## src/rtl/ahci_pkg.sv

```systemverilog
// ahci_pkg: shared types and constants for the AHCI bus-master fetch engines.
//   fetch_state_e   - state encoding for the command-header fetch FSM
//   CMD_HDR_BYTES   - size of one command header in bytes
//   CMD_HDR_BEATS   - number of 64-bit beats per command header
//   CLB_ALIGN_MASK  - PxCLB is 1 KB aligned; low 10 bits are ignored
//   hdr_addr()      - byte address of a slot's command header
package ahci_pkg;

  typedef enum logic [2:0] {
    S_IDLE,
    S_REQ,
    S_DATA,
    S_DONE,
    S_DRAIN
  } fetch_state_e;

  localparam int unsigned CMD_HDR_BYTES  = 32;
  localparam int unsigned CMD_HDR_BEATS  = 4;
  localparam logic [31:0] CLB_ALIGN_MASK = 32'hFFFF_FC00;

  // Slot offset occupies bits [9:5] only, so OR-ing never carries into PxCLB.
  function automatic logic [31:0] hdr_addr(input logic [31:0] clb,
                                           input logic [4:0]  slot);
    return (clb & CLB_ALIGN_MASK) | {22'b0, slot, 5'b0};
  endfunction

endpackage

```

## src/rtl/ahci_watchdog.sv

```systemverilog
// ahci_watchdog: no-progress watchdog for bus-master fetch engines.
//   clk, rst - clock, asynchronous active-high reset
//   clr      - restart the count (progress seen or state change)
//   en       - count this cycle when not cleared
//   expire   - count has reached all-ones; holds until cleared
module ahci_watchdog #(
  parameter int unsigned W = 16
) (
  input  logic clk,
  input  logic rst,
  input  logic clr,
  input  logic en,
  output logic expire
);

  logic [W-1:0] cnt;

  assign expire = (cnt == '1);

  always_ff @(posedge clk or posedge rst) begin
    if (rst) begin
      cnt <= '0;
    end else if (clr) begin
      cnt <= '0;
    end else if (en && !expire) begin
      cnt <= cnt + W'(1);
    end
  end

endmodule

```

## src/rtl/ctba_hdr_fetch.sv

```systemverilog
// ctba_hdr_fetch: fetches one 32-byte command header (4 x 64-bit beats) from
// PxCLB + slot*32 over a bus-master read channel and streams the beats into
// the port's command-header cache.
//   sys_clk, sys_rst            - clock, asynchronous active-high reset
//   port2ctba_FetchCmd_req/slot - level fetch request and slot number
//   port2ctba_PxCLB             - command-list base (1 KB aligned)
//   ctba2port_FetchCmd_done/err - one-cycle completion / failure pulses
//   ctba2port_do/idx/ack        - beat data, qword index, write strobe
//   mst_rd_*                    - bus-master read request / data channel
module ctba_hdr_fetch
  import ahci_pkg::*;
#(
  parameter int unsigned C_TIMEOUT_W = 16,
  parameter int unsigned C_BEATS     = 4
) (
  input  logic        sys_clk,
  input  logic        sys_rst,
  input  logic        port2ctba_FetchCmd_req,
  input  logic [4:0]  port2ctba_FetchCmd_slot,
  input  logic [31:0] port2ctba_PxCLB,
  output logic        ctba2port_FetchCmd_done,
  output logic        ctba2port_FetchCmd_err,
  output logic [63:0] ctba2port_do,
  output logic [1:0]  ctba2port_idx,
  output logic        ctba2port_ack,
  output logic        mst_rd_req,
  output logic [31:0] mst_rd_addr,
  output logic [2:0]  mst_rd_len,
  input  logic        mst_rd_gnt,
  input  logic [63:0] mst_rd_data,
  input  logic        mst_rd_valid,
  input  logic        mst_rd_err
);

  localparam logic [1:0] LAST_BEAT = 2'(C_BEATS - 1);

  fetch_state_e state, state_d;
  logic [1:0]   beat_cnt, beat_cnt_d;
  logic         done_pend, done_pend_d;
  logic [63:0]  do_d;
  logic [1:0]   idx_d;
  logic         ack_d, err_d, req_d;
  logic [31:0]  addr_d;
  logic         wd_clr, wd_en, wd_expire;

  assign mst_rd_len = 3'(CMD_HDR_BEATS);

  assign wd_en  = (state == S_REQ) || (state == S_DATA) || (state == S_DRAIN);
  assign wd_clr = (state_d != state) || mst_rd_gnt || mst_rd_valid;

  ahci_watchdog #(.W(C_TIMEOUT_W)) u_watchdog (
    .clk    (sys_clk),
    .rst    (sys_rst),
    .clr    (wd_clr),
    .en     (wd_en),
    .expire (wd_expire)
  );

  always_ff @(posedge sys_clk or posedge sys_rst) begin
    if (sys_rst) begin
      state                   <= S_IDLE;
      beat_cnt                <= '0;
      done_pend               <= 1'b0;
      ctba2port_do            <= '0;
      ctba2port_idx           <= '0;
      ctba2port_ack           <= 1'b0;
      ctba2port_FetchCmd_done <= 1'b0;
      ctba2port_FetchCmd_err  <= 1'b0;
      mst_rd_req              <= 1'b0;
      mst_rd_addr             <= '0;
    end else begin
      state                   <= state_d;
      beat_cnt                <= beat_cnt_d;
      done_pend               <= done_pend_d;
      ctba2port_do            <= do_d;
      ctba2port_idx           <= idx_d;
      ctba2port_ack           <= ack_d;
      ctba2port_FetchCmd_done <= done_pend;
      ctba2port_FetchCmd_err  <= err_d;
      mst_rd_req              <= req_d;
      mst_rd_addr             <= addr_d;
    end
  end

  always_comb begin
    state_d     = state;
    beat_cnt_d  = beat_cnt;
    done_pend_d = 1'b0;
    do_d        = ctba2port_do;
    idx_d       = ctba2port_idx;
    ack_d       = 1'b0;
    err_d       = 1'b0;
    req_d       = mst_rd_req;
    addr_d      = mst_rd_addr;

    unique case (state)
      S_IDLE: begin
        if (port2ctba_FetchCmd_req) begin
          addr_d  = hdr_addr(port2ctba_PxCLB, port2ctba_FetchCmd_slot);
          req_d   = 1'b1;
          state_d = S_REQ;
        end
      end

      S_REQ: begin
        if (mst_rd_err) begin
          req_d   = 1'b0;
          err_d   = 1'b1;
          state_d = S_DONE;
        end else if (mst_rd_gnt) begin
          // A grant racing the port's abort still owes us 4 beats.
          req_d      = 1'b0;
          beat_cnt_d = '0;
          state_d    = port2ctba_FetchCmd_req ? S_DATA : S_DRAIN;
        end else if (!port2ctba_FetchCmd_req) begin
          req_d   = 1'b0;
          state_d = S_IDLE;
        end else if (wd_expire) begin
          req_d   = 1'b0;
          err_d   = 1'b1;
          state_d = S_DONE;
        end
      end

      S_DATA: begin
        if (mst_rd_err) begin
          err_d   = 1'b1;
          state_d = S_DONE;
        end else if (!port2ctba_FetchCmd_req) begin
          // Abort: a beat arriving on the abort cycle is drained silently.
          state_d = S_DRAIN;
          if (mst_rd_valid) begin
            beat_cnt_d = beat_cnt + 2'd1;
            if (beat_cnt == LAST_BEAT) state_d = S_IDLE;
          end
        end else if (mst_rd_valid) begin
          do_d       = mst_rd_data;
          idx_d      = beat_cnt;
          ack_d      = 1'b1;
          beat_cnt_d = beat_cnt + 2'd1;
          if (beat_cnt == LAST_BEAT) begin
            done_pend_d = 1'b1;
            state_d     = S_DONE;
          end
        end else if (wd_expire) begin
          err_d   = 1'b1;
          state_d = S_DONE;
        end
      end

      S_DRAIN: begin
        if (mst_rd_err || wd_expire) begin
          state_d = S_IDLE;
        end else if (mst_rd_valid) begin
          beat_cnt_d = beat_cnt + 2'd1;
          if (beat_cnt == LAST_BEAT) state_d = S_IDLE;
        end
      end

      S_DONE: begin
        if (!port2ctba_FetchCmd_req) state_d = S_IDLE;
      end

      default: state_d = S_IDLE;
    endcase
  end

endmodule

```

## config.mk

```make
export PLATFORM = sky130hd
export DESIGN_NAME = ctba_hdr_fetch
export DESIGN_NICKNAME = d
export VERILOG_FILES = /design/src/rtl/ahci_pkg.sv /design/src/rtl/ahci_watchdog.sv /design/src/rtl/ctba_hdr_fetch.sv
export SDC_FILE = /design/constraint.sdc
export NUM_CORES = 1
export LEC_CHECK = 0
export BUFFER_PORTS_ARGS = -buffer_cell sky130_fd_sc_hd__buf_4
export CAP_MARGIN = 25
export CORE_ASPECT_RATIO = 0.9
export CORE_MARGIN = 1
export CORE_UTILIZATION = 44
export DETAILED_ROUTE_END_ITERATION = 6
export MAX_ROUTING_LAYER = met4
export PLACE_DENSITY_LB_ADDON = 0.05
export SLEW_MARGIN = 20
export SYNTH_ARGS = -nofsm -noshare
export SYNTH_HDL_FRONTEND = slang
export SYNTH_SLANG_ARGS = --single-unit
```

## constraint.sdc

```tcl
create_clock -name sys_clk -period 3.85 [get_ports sys_clk]
set_clock_uncertainty 0.2 [all_clocks]
set_input_delay 0.385 -clock sys_clk [delete_from_list [all_inputs] [get_ports sys_clk]]
set_output_delay 0.385 -clock sys_clk [all_outputs]
set_load 0.02 [all_outputs]
```

After elaboration in Yosys (flattened, before gate mapping)
Cells that the tools add are included.
{"block": "word_totals", "in_bits": 107, "word_cells": 91, "out_inout_bits": 105, "reg_bits": 124}
{"block": "classes", "n_bitwise": 2, "add_sub_neg": 2, "n_mux": 48, "n_reduce_logical": 15, "eq_ne": 13}
{"operator": "two-way mux 3 bit", "n": 16}
{"operator": "two-way mux 16 bit", "n": 2}
{"operator": "OR 32 x 10 -> 32 bit", "n": 1}
{"operator": "two-way mux 1 bit", "n": 21}
{"operator": "adder 16 x 1 -> 16 bit (second input constant)", "n": 1}
{"operator": "== test 16 bit (second input constant)", "n": 1}
{"operator": "case mux 3 bit (5 select lines)", "n": 1}
{"operator": "two-way mux 2 bit", "n": 5}
{"operator": "!= test 2 bit (second input constant)", "n": 5}
{"operator": "== test 3 x 2 -> 1 bit (second input constant)", "n": 2}
{"operator": "case mux 2 bit (3 select lines)", "n": 1}
{"operator": "logical OR 1 bit", "n": 5}
{"operator": "!= test 5 x 4 -> 1 bit (second input constant)", "n": 1}
{"operator": "AND reduction 5 bit", "n": 1}
{"operator": "case mux 1 bit (2 select lines)", "n": 2}
{"operator": "AND reduction 4 bit", "n": 1}
{"operator": "nonzero test 2 bit", "n": 2}
{"operator": "== test 3 x 1 -> 1 bit (second input constant)", "n": 1}
{"operator": "== test 3 bit (second input constant)", "n": 1}
{"operator": "logical NOT 3 bit", "n": 1}
{"operator": "!= test 3 bit", "n": 1}
{"operator": "AND reduction 3 bit", "n": 1}
{"operator": "nonzero test 3 bit", "n": 1}
{"operator": "adder 2 x 1 -> 2 bit (second input constant)", "n": 1}
{"operator": "5 further kinds", "n": 5}

Longest topological paths before layout
Gate-level depths: netlist of the first run.
{"block": "logic_depth", "word_depth": 10, "depth_mapped": 9, "ltp_nobuf": 6}

By module
A second synthesis of the first run with hierarchy kept.
{"block": "hier_totals", "cells_unflattened": 526, "hier_area_um2": 5203.7}
{"module": "ctba_hdr_fetch", "cells_each": 425, "seq_area_each_um2": 2577.5, "n_inst": 1, "area_per_inst_um2": 4226.6}
{"module": "ahci_watchdog", "cells_each": 101, "seq_area_each_um2": 400.4, "n_inst": 1, "area_per_inst_um2": 977.2}

Worst setup path after synthesis of the first run
No wires, ideal clock.
{"block": "synth_path", "kind": "register to register", "start": "reg u_watchdog.cnt[0]", "end": "reg u_watchdog.cnt[2]", "period_less_slack_ns": 2.008, "t_arrival_ns": 1.683, "t_required_ns": 3.526, "n_path_buf": 1, "path_slack_ns": 1.842, "path_stages_with_launch": 7, "setup_ns": 0.124, "cell_sequence": "dfrtp_1 ha_1 nand3_1 or4_4 a22o_1 buf_6 nor3b_2"}
{"block": "synth_between", "elab_chain_len": 10, "word_cells_on_any_way": 20, "cone_classes": "add/sub: 1; eq/ne: 2; mux: 11; reduce/logical: 6"}
{"element": "start, declared", "line": "ahci_watchdog.sv:16", "text": "logic [W-1:0] cnt;"}
{"element": "start signal, assigned", "line": "ahci_watchdog.sv:26", "text": "cnt <= cnt + W'(1);"}
{"element": "== test 16 bit", "line": "ahci_watchdog.sv:18", "text": "assign expire = (cnt == '1);"}
{"element": "two-way mux 3 bit", "line": "ctba_hdr_fetch.sv:118, ctba_hdr_fetch.sv:145"}
{"element": "two-way mux 3 bit, on equally long branches", "line": "ctba_hdr_fetch.sv:136, ctba_hdr_fetch.sv:115"}
{"element": "two-way mux 3 bit, on equally long branches", "line": "ctba_hdr_fetch.sv:129, ctba_hdr_fetch.sv:110"}
{"element": "two-way mux 3 bit, on equally long branches", "line": "ctba_hdr_fetch.sv:126, ctba_hdr_fetch.sv:106"}
{"element": "case mux 3 bit (5 select lines)", "line": "ctba_hdr_fetch.sv:96", "text": "unique case (state)"}
{"element": "!= test 3 bit", "line": "ctba_hdr_fetch.sv:49", "text": "assign wd_clr = (state_d != state) || mst_rd_gnt || mst_rd_valid;"}
{"element": "logical OR 1 bit (2 in series)", "line": "ctba_hdr_fetch.sv:49"}
{"element": "two-way mux 16 bit / nonzero test 2 bit (equally long branches)"}
Parallel ways exist; a longest one is shown, timed or not. The select of a mux whose other input is x is not followed.
A chain may end at the register's enable or synchronous reset.

Final worst setup path of the first run
{"block": "layout_path", "start": "reg state[1]", "end": "reg ctba2port_do[25]"}
{"block": "layout_between", "elab_chain_len": 2}
{"element": "start, declared", "line": "ctba_hdr_fetch.sv:37", "text": "fetch_state_e state, state_d;"}
{"element": "start signal, assigned", "line": "ctba_hdr_fetch.sv:72", "text": "state <= state_d;"}
{"element": "== test 3 x 2 -> 1 bit", "line": "ctba_hdr_fetch.sv:96"}
{"element": "AND reduction 4 bit (no line)"}
{"element": "end signal, assigned", "line": "ctba_hdr_fetch.sv:75", "text": "ctba2port_do <= do_d;"}
{"element": "end, declared", "line": "ctba_hdr_fetch.sv:23", "text": "output logic [63:0] ctba2port_do,"}
No other way between the ends.

==> summary by stage, run 1 <==
Status
The run finished with clean final reports.

Clock network
The CTS tree is done. The buffer count from post-CTS setup fixing is 0. The clock latency on the worst-skew pair is just over 0.4 ns. The root buffer cell chosen for the clock tree is clkbuf_16.

In this run, CTS created clock tree buffers numbering 17. The maximum clock insertion buffer count is 2. Clock-pin slew was measured on the worst setup and hold paths at 0.05 ns.

The sink count of the clock tree is 119. The H-tree was split into 4 levels.

Finish
The final cell area excluding filler cells is about 0.0082 mm². Relative to the synthesized area, the layout overhead comes to 56.1%. The final net count is 914. The total area of multi-input combinational cells is 0.00206 mm². The number of diodes is 0. The layout has between 800 and 900 filler cells. In the final layout, the share of cells above drive strength 1 is 32.2%.

The sequential cells in the finished layout cover a total of 0.00298 mm².

Yosys
The number of flops mapped to enable cells by yosys is 0. The leading register cell type out of synthesis is dfrtp_1. The proportion of register bits with asynchronous set or reset after synthesis is 100%. The netlist uses 53 different library cells. In this run the cell area of the synthesized design comes to between 0.005 and 0.006 mm².

Yosys printed 0 warnings. Sorting the synthesized cells by area gives the leading types as dfrtp_1, nand2_1, mux2_2. The top cell type by total area after synthesis is dfrtp_1. The per-instance average area after synthesis is 9.94 µm². The synthesized design devotes to its leading area cell type 56.8% of total area. The sequential-to-total area share from yosys stat is 56.8%. The number of instances in the synthesized netlist is between 500 and 600.

The number of synthesized register bits is around 120.

Setup path
The worst setup path is launched from a flip-flop. The arrival time at the worst endpoint is 2.75 ns. The nature of the critical path endpoint is a flip-flop. The path type of the worst setup path is reg2reg.

The largest fanout on the critical path is 27. For the worst setup path, the data required time is between 3 and 4 ns. In this run the register-to-register setup slack is 1.24 ns.

Floorplan
The initialized floorplan defines 37 standard-cell rows. Measured along the y axis, the die boundary spans around 110 µm. Once the floorplan was initialized, standard cells occupied 45.5% of the core.

The core region area is between 0.01 and 0.015 mm². From left edge to right edge, the die measures roughly 120 µm. approximately 210 I/O pins were placed. The die area is approximately 0.012 mm².

GRT
The total congestion overflow after global routing is 0. The global-route usage over all layers is roughly 24%. The via count of the first global-routing pass came to between 4000 and 5000. The number of antenna violations at the first check in global routing is 0. The global-route wire length before repair is 22.0 mm. The maximum number of pins on one net before global-route repair is 67.

STA
Setup violations remaining at the end of the flow were counted as 0. The number of max-slew violations in the final report is 0. The post-route minimum period is between 2 and 3 ns. The headroom to the max-slew limit is 52.1%. The final clock period utilization by the worst path is roughly two thirds.

The transition at the pin with the smallest max-transition slack is roughly 0.72 ns. Setup repair after global routing left no endpoint under its margin. Setup slack on the critical path of the routed design comes to roughly 1.2 ns. In the final timing run, aggregate negative setup slack is 0 ns. Timing would allow up to about 0.38 GHz. The hold violation total from the final report is 0.

Place
The placed standard-cell area is just under 0.007 mm². The HPWL reported at the end of detailed placement is approximately 8.6 mm. The count of buffers from port buffering is around 190. At the end of routability-driven placement, the weighted congestion stood at between 0.7 and 0.8. Before CTS, the worst setup slack after placement is about 1.3 ns.

Power and ir drop
In this run the static leakage power is 4.10 nW. The worst vdd rail ir drop is between 0.4 and 0.5 mV. The power per cell area is 732 mW/mm². The completed layout was analyzed and its total power is about 6.0 mW.

Detailed routing
The routed design has 13.8 mm of wire. The first detailed-routing pass took 5 iterations. In this run the remaining antenna-violating nets after routing total 0.

In the final routed layout, each cell accounts on average for 14.2 µm. The number of design rule violations left after detail routing is 0. The number of vias per cell is 4.78.

The DRC marker count from the first detailed-route iteration is around 270. The final route contains roughly 4700 vias.

Run
The max-cap check violation count is 0.

Worst hold path
The path class of the tightest hold or removal check is in2reg.
==> cells in the final DEF (no fill, tap or decap), types with 2 or more instances in the layout <==
| cell type | instances |
|---|---|
| mux2_2 | 18 |
| ha_1 | 2 |
| dfrtp_1 | 119 |
| nor2b_1 | 2 |
| nand2b_1 | 4 |
| nor3b_1 | 13 |
| clkbuf_1 | 4 |
| mux2_1 | 9 |
| clkbuf_16 | 17 |
| o21ai_1 | 5 |
| and4_1 | 3 |
| nand3_1 | 7 |
| inv_1 | 3 |
| nor3_1 | 12 |
| a211o_1 | 2 |
| clkbuf_8 | 2 |
| nand2_1 | 209 |
| o211ai_1 | 2 |
| conb_1 | 8 |
| nor2_1 | 9 |
| a31oi_1 | 2 |
| o21a_1 | 2 |
| xnor2_1 | 15 |
| o21ai_0 | 2 |
| o22ai_1 | 3 |
| a21oi_1 | 8 |
| clkinv_2 | 6 |
| dlygate4sd3_1 | 88 |
| nor4_1 | 3 |
| nand4_2 | 2 |
| nor3b_2 | 6 |
| buf_4 | 201 |
| nand4_1 | 2 |
| nand3b_1 | 4 |
==> critical path, cell delays in order, from the launching register on <==
cell,delay [ns]
dfrtp_1,0.80
nand3b_1,0.17
or3_2,0.46
inv_2,0.36
buf_4,0.37
nand2_1,0.09
nand2_1,0.08
==> worst paths after layout <==
path                            cells after the start                       to                start
worst max-delay path                                6         ctba2port_do[25]             state[1]
worst min-delay path                                2          mst_rd_addr[24]  port2ctba_PxCLB[24]
worst max register to register                      6         ctba2port_do[25]             state[1]
worst min register to register                      0  ctba2port_FetchCmd_done            done_pend
max in group asynchronous                           4         ctba2port_do[44]              sys_rst
min in group asynchronous                           3       u_watchdog.cnt[10]              sys_rst
==> final cells by class <==
cell class,instances,area share [%]
multi-input combinational,373,25.2
sequential,119,36.4
clock inverter,9,0.932
tap,156,2.38
clock buffer,23,5.71
inverter,5,0.260
timing repair buffer,289,29.2
==> synth_stat cells (2+ instances only) <==
library cell  instances
nand4_1               2
inv_1                 4
nor3b_1              13
o21ai_0               2
buf_1                 3
and4_1                3
nand3b_1              4
buf_4                11
buf_6                 2
dfrtp_1             119
a21oi_1               8
nor3b_2               6
a31oi_1               2
nand3_1               7
mux2_2               18
o211ai_1              2
nor4_1                3
mux2_1                9
nand4_2               2
xnor2_1              15
nor2_1                9
clkbuf_1              9
nand2b_1              4
o21a_1                2
conb_1                2
nand2_1             209
o22ai_1               3
a211o_1               2
nor2b_1               2
o21ai_1               5
buf_2                12
ha_1                  2
nor3_1               12
==> power by group <==
part	switching [mW]	total [mW]	internal, mW
clock	0.528	1.44	0.913
sequential	0.356	2.11	1.76
combinational	1.34	2.44	1.10
total	2.23	5.99	3.77
==> through the flow <==
step | hold slack [ns] | instances | util [%]
final | 0.0113 | 974 | 71.1
after global routing | 0.00161 | 974 | 71.1
after CTS | 0.00342 | 974 | 71.1
after detailed placement | 0.137 | 854 | 58.7
after global placement | 0.133 | 854 | 58.7
after floorplan | 0.131 | 534 | -
==> kinds of logic (layout without fill, tap and decap cells) <==
logic type	count (synthesis)	in the layout	synth area share, %
xor gates and xnor gates	16	16	2.67
adders and majority gates	2	2	0.477
muxes	28	28	5.99
AOI/OAI and AO/OA	35	35	4.46
other	2	8	0.143
DFF	119	119	56.8
and+or+nand+nor	284	284	25.1
buffers and inverters	42	326	4.36
==> state kept, by name, summed over array words and instances, names as in the netlist <==
name / count
done_pend: 1
beat_cnt: 2
mst_rd_req: 1
ctba2port_ack: 1
ctba2port_idx: 2
mst_rd_addr: 27
ctba2port_FetchCmd_done: 1
u_watchdog.cnt: 16
ctba2port_FetchCmd_err: 1
ctba2port_do: 64
state: 3
==> timing repair <==
action | in CTS | in global routing
gates resized for setup | 0 | 0
hold buffers | 88 | 0
endpoints found under the hold margin | 123 | 0
==> per-layer routing <==
metal	routed length [µm]	GRT usage, %	vias up
li1	-	-	2282
met5	0	-	-
met4	242	9.95	0
met3	821	6.90	18
met2	6850	39.4	159
met1	5930	27.7	2198
Power figures use the tool's default switching activity.
==> run 2, diff against run 1 <==
--- a/config.mk
+++ b/config.mk
@@ -9,7 +9,7 @@
 export CAP_MARGIN = 25
 export CORE_ASPECT_RATIO = 0.9
 export CORE_MARGIN = 1
-export CORE_UTILIZATION = 44
+export CORE_UTILIZATION = 46
 export DETAILED_ROUTE_END_ITERATION = 6
 export MAX_ROUTING_LAYER = met4
 export PLACE_DENSITY_LB_ADDON = 0.05
==> constraint.sdc (replaced) <==
create_clock -name sys_clk -period 2.4 [get_ports sys_clk]
set_clock_uncertainty 0.2 [all_clocks]
set_input_delay 0.24 -clock sys_clk [delete_from_list [all_inputs] [get_ports sys_clk]]
set_output_delay 0.24 -clock sys_clk [all_outputs]
set_load 0.02 [all_outputs]
==> run 2 against run 1 <==
Compared with the run above: critical path depth down 1; count of clock-buffer cells in the layout down 3; worst setup slack worse by 1.0 ns; critical endpoint is now u_watchdog.cnt[5]; core utilization up 6.2 points; sequential power up 58%; non-clock buffer count up 13.
==> summary by stage, run 2 (same netlist as run 1, synthesis figures left out) <==
Status
Run status: completed (unchanged).

Finish
The number of diodes is 0 (unchanged). The flip-flop count of the largest register, all copies and words added is 64 (unchanged). The total area of multi-input combinational cells is 0.00206 mm² (unchanged). The area taken by flip-flops and latches is 0.00298 mm² (about the same).

The count of fill cells added during filler insertion came to 688 (was 827). Largest registers ranked by flip-flop count: ctba2port_do: 64 flops, mst_rd_addr: 27 flops, u_watchdog.cnt: 16 flops (unchanged). Highest-count cells in the layout ignoring fill and taps: nand2_1, buf_4, dfrtp_1, dlygate4sd3_1, mux2_2 (unchanged). The final standard cell utilization of the core is 77.3% (was 71.1%). The final cell area excluding filler cells came to 0.00846 mm² (was 0.00819 mm²). The layout overhead on the synthesized area is 61.2% (was 56.1%).

The fraction of layout instances using a drive strength above 1 was 33.0% (was 32.2%). The top register by number of flip-flops is ctba2port_do (unchanged). The final net count is 927 (was 914). The most common cell after layout, fill and taps aside was nand2_1 (unchanged).

STA
The number of max-slew violations in the final report was 0 (unchanged). The hold violation total from the final report came to 0 (unchanged). The final setup violation count came to 0 (unchanged). The headroom to the max-slew limit is 63.0% (was 52.1%). The slack of the critical path was 0.232 ns (was 1.24 ns). The worst slack on hold paths is 0.0120 ns (was 0.0113 ns). The final clock period utilization by the worst path was 90.4% (was 67.7%). The maximum frequency from static timing analysis came to 0.461 GHz (was 0.384 GHz). The post-route minimum period came to 2.17 ns (was 2.61 ns). The transition at the pin with the smallest max-transition slack is 0.552 ns (was 0.719 ns). Unrepaired setup endpoints after global routing: no (unchanged). The total negative setup slack is 0 ns (unchanged).

Detailed routing
The average routed wire per standard cell was 15.5 µm (was 14.2 µm). The number of design rule violations left after detail routing is 0 (unchanged). The first-pass iteration count of the detailed router came to 5 (unchanged).

The number of vias per cell is 4.93 (was 4.78). The wire length reported by the detailed router is 15.2 mm (was 13.8 mm). The DRC marker count from the first detailed-route iteration is 300 (was 266). The routed via count came to 4840 (was 4657).

The post-detailed-route count of antenna-violating nets was 0 (unchanged).

Clock network
The sink count of the clock tree is 119 (unchanged). The maximum clock insertion buffer count came to 2 (unchanged). The number of H-tree levels is 4 (unchanged).

The number of buffers added by the clock tree synthesis step is 17 (unchanged). The clock root buffer master was clkbuf_16 (unchanged). The clock edge transition at the registers on the reported setup and hold paths is 0.06 ns (was 0.05 ns). The CTS tree is done (unchanged).

The clock latency on the worst-skew pair is 0.41 ns (about the same).

GRT
The global-route usage over all layers is 27.3% (was 24.1%). The global-route wire length before repair is 23.9 mm (was 22.0 mm). The via count of the first global-routing pass is 4948 (was 4606). The number of antenna violations at the first check in global routing came to 0 (unchanged). The total congestion overflow after global routing is 0 (unchanged). The maximum number of pins on one net before global-route repair is 86 (was 67).

Floorplan
The core region area is 0.0109 mm² (was 0.0115 mm²). The width of the die is 115 µm (was 117 µm). The die area is 0.0118 mm² (was 0.0124 mm²). The number of placement rows came to 36 (was 37).

The y dimension of the die came to 103 µm (was 106 µm). The initial core utilization is 47.9% (was 45.5%). The top-level I/O count was 212 (unchanged).

Setup path
The nature of the critical path endpoint was a flip-flop (unchanged). The critical path data required time is 2.49 ns (was 3.99 ns). The peak per-stage delay on the critical path is 0.54 ns (was 0.80 ns).

The buffer and inverter count on the worst path is 0 (was 2). The cell at the slowest stage of the critical path is or4_4 (was dfrtp_1). The largest fanout on the critical path was 16 (was 27). The startpoint kind of the worst setup timing path is a flip-flop (unchanged). The path type of the worst setup path is reg2reg (unchanged).

The arrival time at the worst endpoint is 2.26 ns (was 2.75 ns). Critical path, cell by cell: ha_1 > nand3_1 > or4_4 > a22o_1 > nor3b_2 (was nand3b_1 > or3_2 > inv_2 > buf_4 > nand2_1 > nand2_1). The family of cells with the greatest summed delay on the critical path was simple AND/OR/NAND/NOR gates (was flip-flops).

Worst hold path
The path type of the worst min-delay path is in2reg (unchanged).

Place
The final weighted congestion in routability-driven placement is 0.811 (was 0.774). The setup slack at placement was 0.221 ns (was 1.28 ns). The HPWL reported at the end of detailed placement is 8.91 mm (was 8.62 mm). The count of buffers from port buffering is 193 (unchanged). The placed standard-cell area is 0.00687 mm² (was 0.00677 mm²).

Power and ir drop
The static leakage is 4.21 nW (was 4.10 nW). The power per cell area was 1210 mW/mm² (was 732 mW/mm²). The worst vdd rail ir drop is 0.890 mV (was 0.474 mV).

Run
The max-cap check violation count is 0 (unchanged).
[run 2: cell count changes in the layout (fill, tap and decap cells not counted)]
| cell | delta |
|---|---|
| clkinv_2 | -5 |
| dlygate4sd3_1 | +5 |
| buf_12 | +4 |
| buf_4 | +4 |
| bufinv_16 | +4 |
| clkbuf_1 | -3 |
| clkinvlp_4 | +2 |
| clkinv_4 | +1 |
| dfrtp_1 | -1 |
| dfrtp_2 | +1 |
| inv_4 | -1 |
| inv_6 | +1 |
[run 2: cell type report]
cell class,instances,share of cell area (%)
inverter,5,0.266
sequential,119,35.2
clock buffer,20,5.40
clock inverter,11,2.32
timing repair buffer,302,30.1
tap,152,2.25
multi-input combinational,373,24.4
[run 2: layer usage]
layer | vias to the layer above | track usage (%) | routed length (µm)
met5 | - | - | 0
met4 | 0 | 13.8 | 555
met3 | 46 | 7.46 | 1070
met2 | 205 | 45.8 | 7670
met1 | 2292 | 30.2 | 5920
li1 | 2297 | - | -
[run 2: path summary, 6_finish.rpt]
check | from | endpoint | slack [ns] | cells past startpoint
max | u_watchdog.cnt[0] | u_watchdog.cnt[5] | 0.23 | 5
min | mst_rd_err | ctba2port_FetchCmd_err | 0.01 | 3
max reg2reg | u_watchdog.cnt[0] | u_watchdog.cnt[5] | 0.23 | 5
min reg2reg | done_pend | ctba2port_FetchCmd_done | 0.15 | 0
max in group asynchronous | sys_rst | state[0] | 1.24 | 4
min in group asynchronous | sys_rst | ctba2port_do[55] | 0.32 | 4
[run 2: timing repair]
| item | CTS | global route |
|---|---|---|
| buffers inserted | 0 | 0 |
| setup endpoints to repair | 0 | 5 |
| resized for setup | 0 | 1 |
| hold endpoints to repair | 211 | 0 |
| hold buffers | 93 | 0 |
[run 2: per-stage QoR]
step | instances | total power, mW
floorplan | 534 | 5.52
global placement | 858 | 7.15
detailed placement | 858 | 7.27
CTS | 982 | 10.2
global route | 982 | 10.8
finish | 982 | 10.3
[run 2: tightest hold or removal path, stage by stage]
cell,delay [ns]
buf_4,0.15
a31oi_1,0.05
o2bb2ai_1,0.14
[run 2: power by group]
group	total (mW)	switching (mW)	internal, mW
registers	3.33	0.506	2.82
logic	4.13	2.30	1.83
clock network	2.81	0.918	1.90
total	10.3	3.72	6.55
==> run 3, diff against run 2 <==
--- a/config.mk
+++ b/config.mk
@@ -7,7 +7,7 @@
 export LEC_CHECK = 0
 export BUFFER_PORTS_ARGS = -buffer_cell sky130_fd_sc_hd__buf_4
 export CAP_MARGIN = 25
-export CORE_ASPECT_RATIO = 0.9
+export CORE_ASPECT_RATIO = 1.1
 export CORE_MARGIN = 1
 export CORE_UTILIZATION = 46
 export DETAILED_ROUTE_END_ITERATION = 6
==> run 3 against run 2 <==
Compared with the run above: die area about the same; via count decreased by 1.4%; cell count is 0.51% lower; sequential power barely moved; power decreased by 3.9%; global-route usage down 1.2 points; non-clock buffer count down 1; highest routed layer unchanged.
==> summary by stage, run 3 (same netlist as run 1, synthesis figures left out) <==
STA
The number of max-slew violations in the final report came to 0 (unchanged). The post-route minimum period was 2.21 ns (was 2.17 ns). The hold violation total from the final report is 0 (unchanged). The headroom to the max-slew limit is 54.1% (was 63.0%). The maximum frequency from static timing analysis is 0.452 GHz (was 0.461 GHz).

The final clock period utilization by the worst path came to 92.1% (was 90.4%). Unrepaired setup endpoints after global routing: no (unchanged). The final setup violation count was 0 (unchanged).

The worst slack on hold paths is 0.0230 ns (was 0.0120 ns). The slack of the critical path is 0.190 ns (was 0.232 ns). The transition at the pin with the smallest max-transition slack came to 0.689 ns (was 0.552 ns). The total negative setup slack came to 0 ns (unchanged).

Finish
Highest-count cells in the layout ignoring fill and taps: nand2_1, buf_4, dfrtp_1, dlygate4sd3_1, mux2_2 (unchanged). The layout overhead on the synthesized area is 59.0% (was 61.2%). The filler-free cell count of the finished design is 977 (was 982). The most common cell after layout, fill and taps aside was nand2_1 (unchanged).

The flip-flop count of the largest register, all copies and words added is 64 (unchanged). Largest registers ranked by flip-flop count: ctba2port_do: 64 flops, mst_rd_addr: 27 flops, u_watchdog.cnt: 16 flops (unchanged). The final net count is 926 (was 927). The count of fill cells added during filler insertion is 729 (was 688).

The top register by number of flip-flops is ctba2port_do (unchanged). The number of diodes is 0 (unchanged). The fraction of layout instances using a drive strength above 1 was 33.1% (was 33.0%).

Detailed routing
The DRC marker count from the first detailed-route iteration is 291 (was 300). The average routed wire per standard cell is 14.8 µm (was 15.5 µm). The wire length reported by the detailed router is 14.5 mm (was 15.2 mm).

The number of design rule violations left after detail routing is 0 (unchanged). The routed via count is 4773 (was 4840). The first-pass iteration count of the detailed router is 4 (was 5). The post-detailed-route count of antenna-violating nets is 0 (unchanged).

The number of vias per cell is 4.89 (was 4.93).

Clock network
The number of H-tree levels was 4 (unchanged). The maximum clock insertion buffer count came to 2 (unchanged). The sink count of the clock tree was 119 (unchanged).

The number of buffers added by the clock tree synthesis step is 17 (unchanged). The clock edge transition at the registers on the reported setup and hold paths is 0.05 ns (was 0.06 ns). The CTS tree was done (unchanged). The clock root buffer master was clkbuf_16 (unchanged).

The clock latency on the worst-skew pair came to 0.40 ns (was 0.41 ns). The number of gates resized after cts is 0 (unchanged).

Floorplan
The core region area is 0.0110 mm² (was 0.0109 mm²). The initial core utilization was 47.6% (was 47.9%). The width of the die is 104 µm (was 115 µm). The y dimension of the die is 114 µm (was 103 µm). The number of placement rows is 40 (was 36). The top-level I/O count came to 212 (unchanged). The die area is 0.0118 mm² (about the same).

GRT
The via count of the first global-routing pass was 4913 (was 4948). The global-route wire length before repair is 23.7 mm (was 23.9 mm). The number of antenna violations at the first check in global routing is 0 (unchanged). The maximum number of pins on one net before global-route repair was 67 (was 86). The total congestion overflow after global routing came to 0 (unchanged). The global-route usage over all layers is 26.0% (was 27.3%).

Power and ir drop
The power per cell area is 1180 mW/mm² (was 1210 mW/mm²). The overall power consumption is 9.87 mW (was 10.3 mW). The worst vdd rail ir drop was 0.681 mV (was 0.890 mV). The static leakage is 4.17 nW (was 4.21 nW).

Run
The max-cap check violation count is 0 (unchanged).

Place
The final weighted congestion in routability-driven placement was 0.830 (was 0.811). The count of buffers from port buffering is 193 (unchanged). The count of placed standard cells including taps is 853 (was 858). The setup slack at placement is 0.196 ns (was 0.221 ns). The HPWL reported at the end of detailed placement is 8.61 mm (was 8.91 mm).

Setup path
The critical path data required time is 2.48 ns (was 2.49 ns). The largest fanout on the critical path is 16 (unchanged). The arrival time at the worst endpoint is 2.29 ns (was 2.26 ns).

The startpoint kind of the worst setup timing path was a flip-flop (unchanged). The path type of the worst setup path is reg2reg (unchanged). The nature of the critical path endpoint is a flip-flop (unchanged).

Worst hold path
The path type of the worst min-delay path is in2reg (unchanged).

Status
Run status: completed (unchanged).
[run 3: repair_timing]
action	CTS	global route
buffers inserted	0	0
hold endpoints to repair	210	0
hold buffers	92	0
[run 3: area by class of cell]
| class | count | area, µm² | area share [%] |
|---|---|---|---|
| clock inverter | 12 | 124 | 1.49 |
| sequential | 119 | 2980 | 35.7 |
| tap | 147 | 184 | 2.21 |
| clock buffer | 20 | 467 | 5.60 |
| multi-input combinational | 373 | 2060 | 24.7 |
| timing repair buffer | 301 | 2500 | 30.0 |
| inverter | 5 | 22.5 | 0.270 |
[run 3: stage by stage]
stage	cell area, µm²	util, %
after global routing	8340	75.8
after CTS	8340	75.8
after detailed placement	6830	62.0
after floorplan	5270	-
final	8340	75.8
after global placement	6830	62.0
[run 3: metal layers]
metal | global-route usage (%) | wire (µm) | up-vias
met5 | - | 0 | -
li1 | - | - | 2300
met2 | 44.0 | 7440 | 163
met4 | 11.5 | 331 | 0
met1 | 30.1 | 5970 | 2284
met3 | 5.43 | 714 | 26
[run 3: worst paths after layout]
check / endpoint / depth (start not counted) / startpoint / slack (ns)
setup / recovery: u_watchdog.cnt[8] / 5 / u_watchdog.cnt[0] / 0.19
hold / removal: state[2] / 3 / mst_rd_err / 0.02
setup reg to reg: u_watchdog.cnt[8] / 5 / u_watchdog.cnt[0] / 0.19
hold reg to reg: ctba2port_FetchCmd_done / 0 / done_pend / 0.15
max in group asynchronous: ctba2port_do[41] / 4 / sys_rst / 1.20
min in group asynchronous: mst_rd_addr[30] / 4 / sys_rst / 0.37
[run 3: worst max-delay path, cell delays in order, from the launching register on]
cell	delay, ns
dfrtp_1	0.39
ha_1	0.21
nand3_1	0.12
or4_4	0.54
a22o_1	0.39
nor3b_2	0.23
[run 3: report_power, final]
group | leakage, nW | switching, mW | internal, mW
Sequential | 1.52 | 0.478 | 2.82
Combinational | 2.36 | 2.27 | 1.83
Clock | 0.284 | 0.872 | 1.60
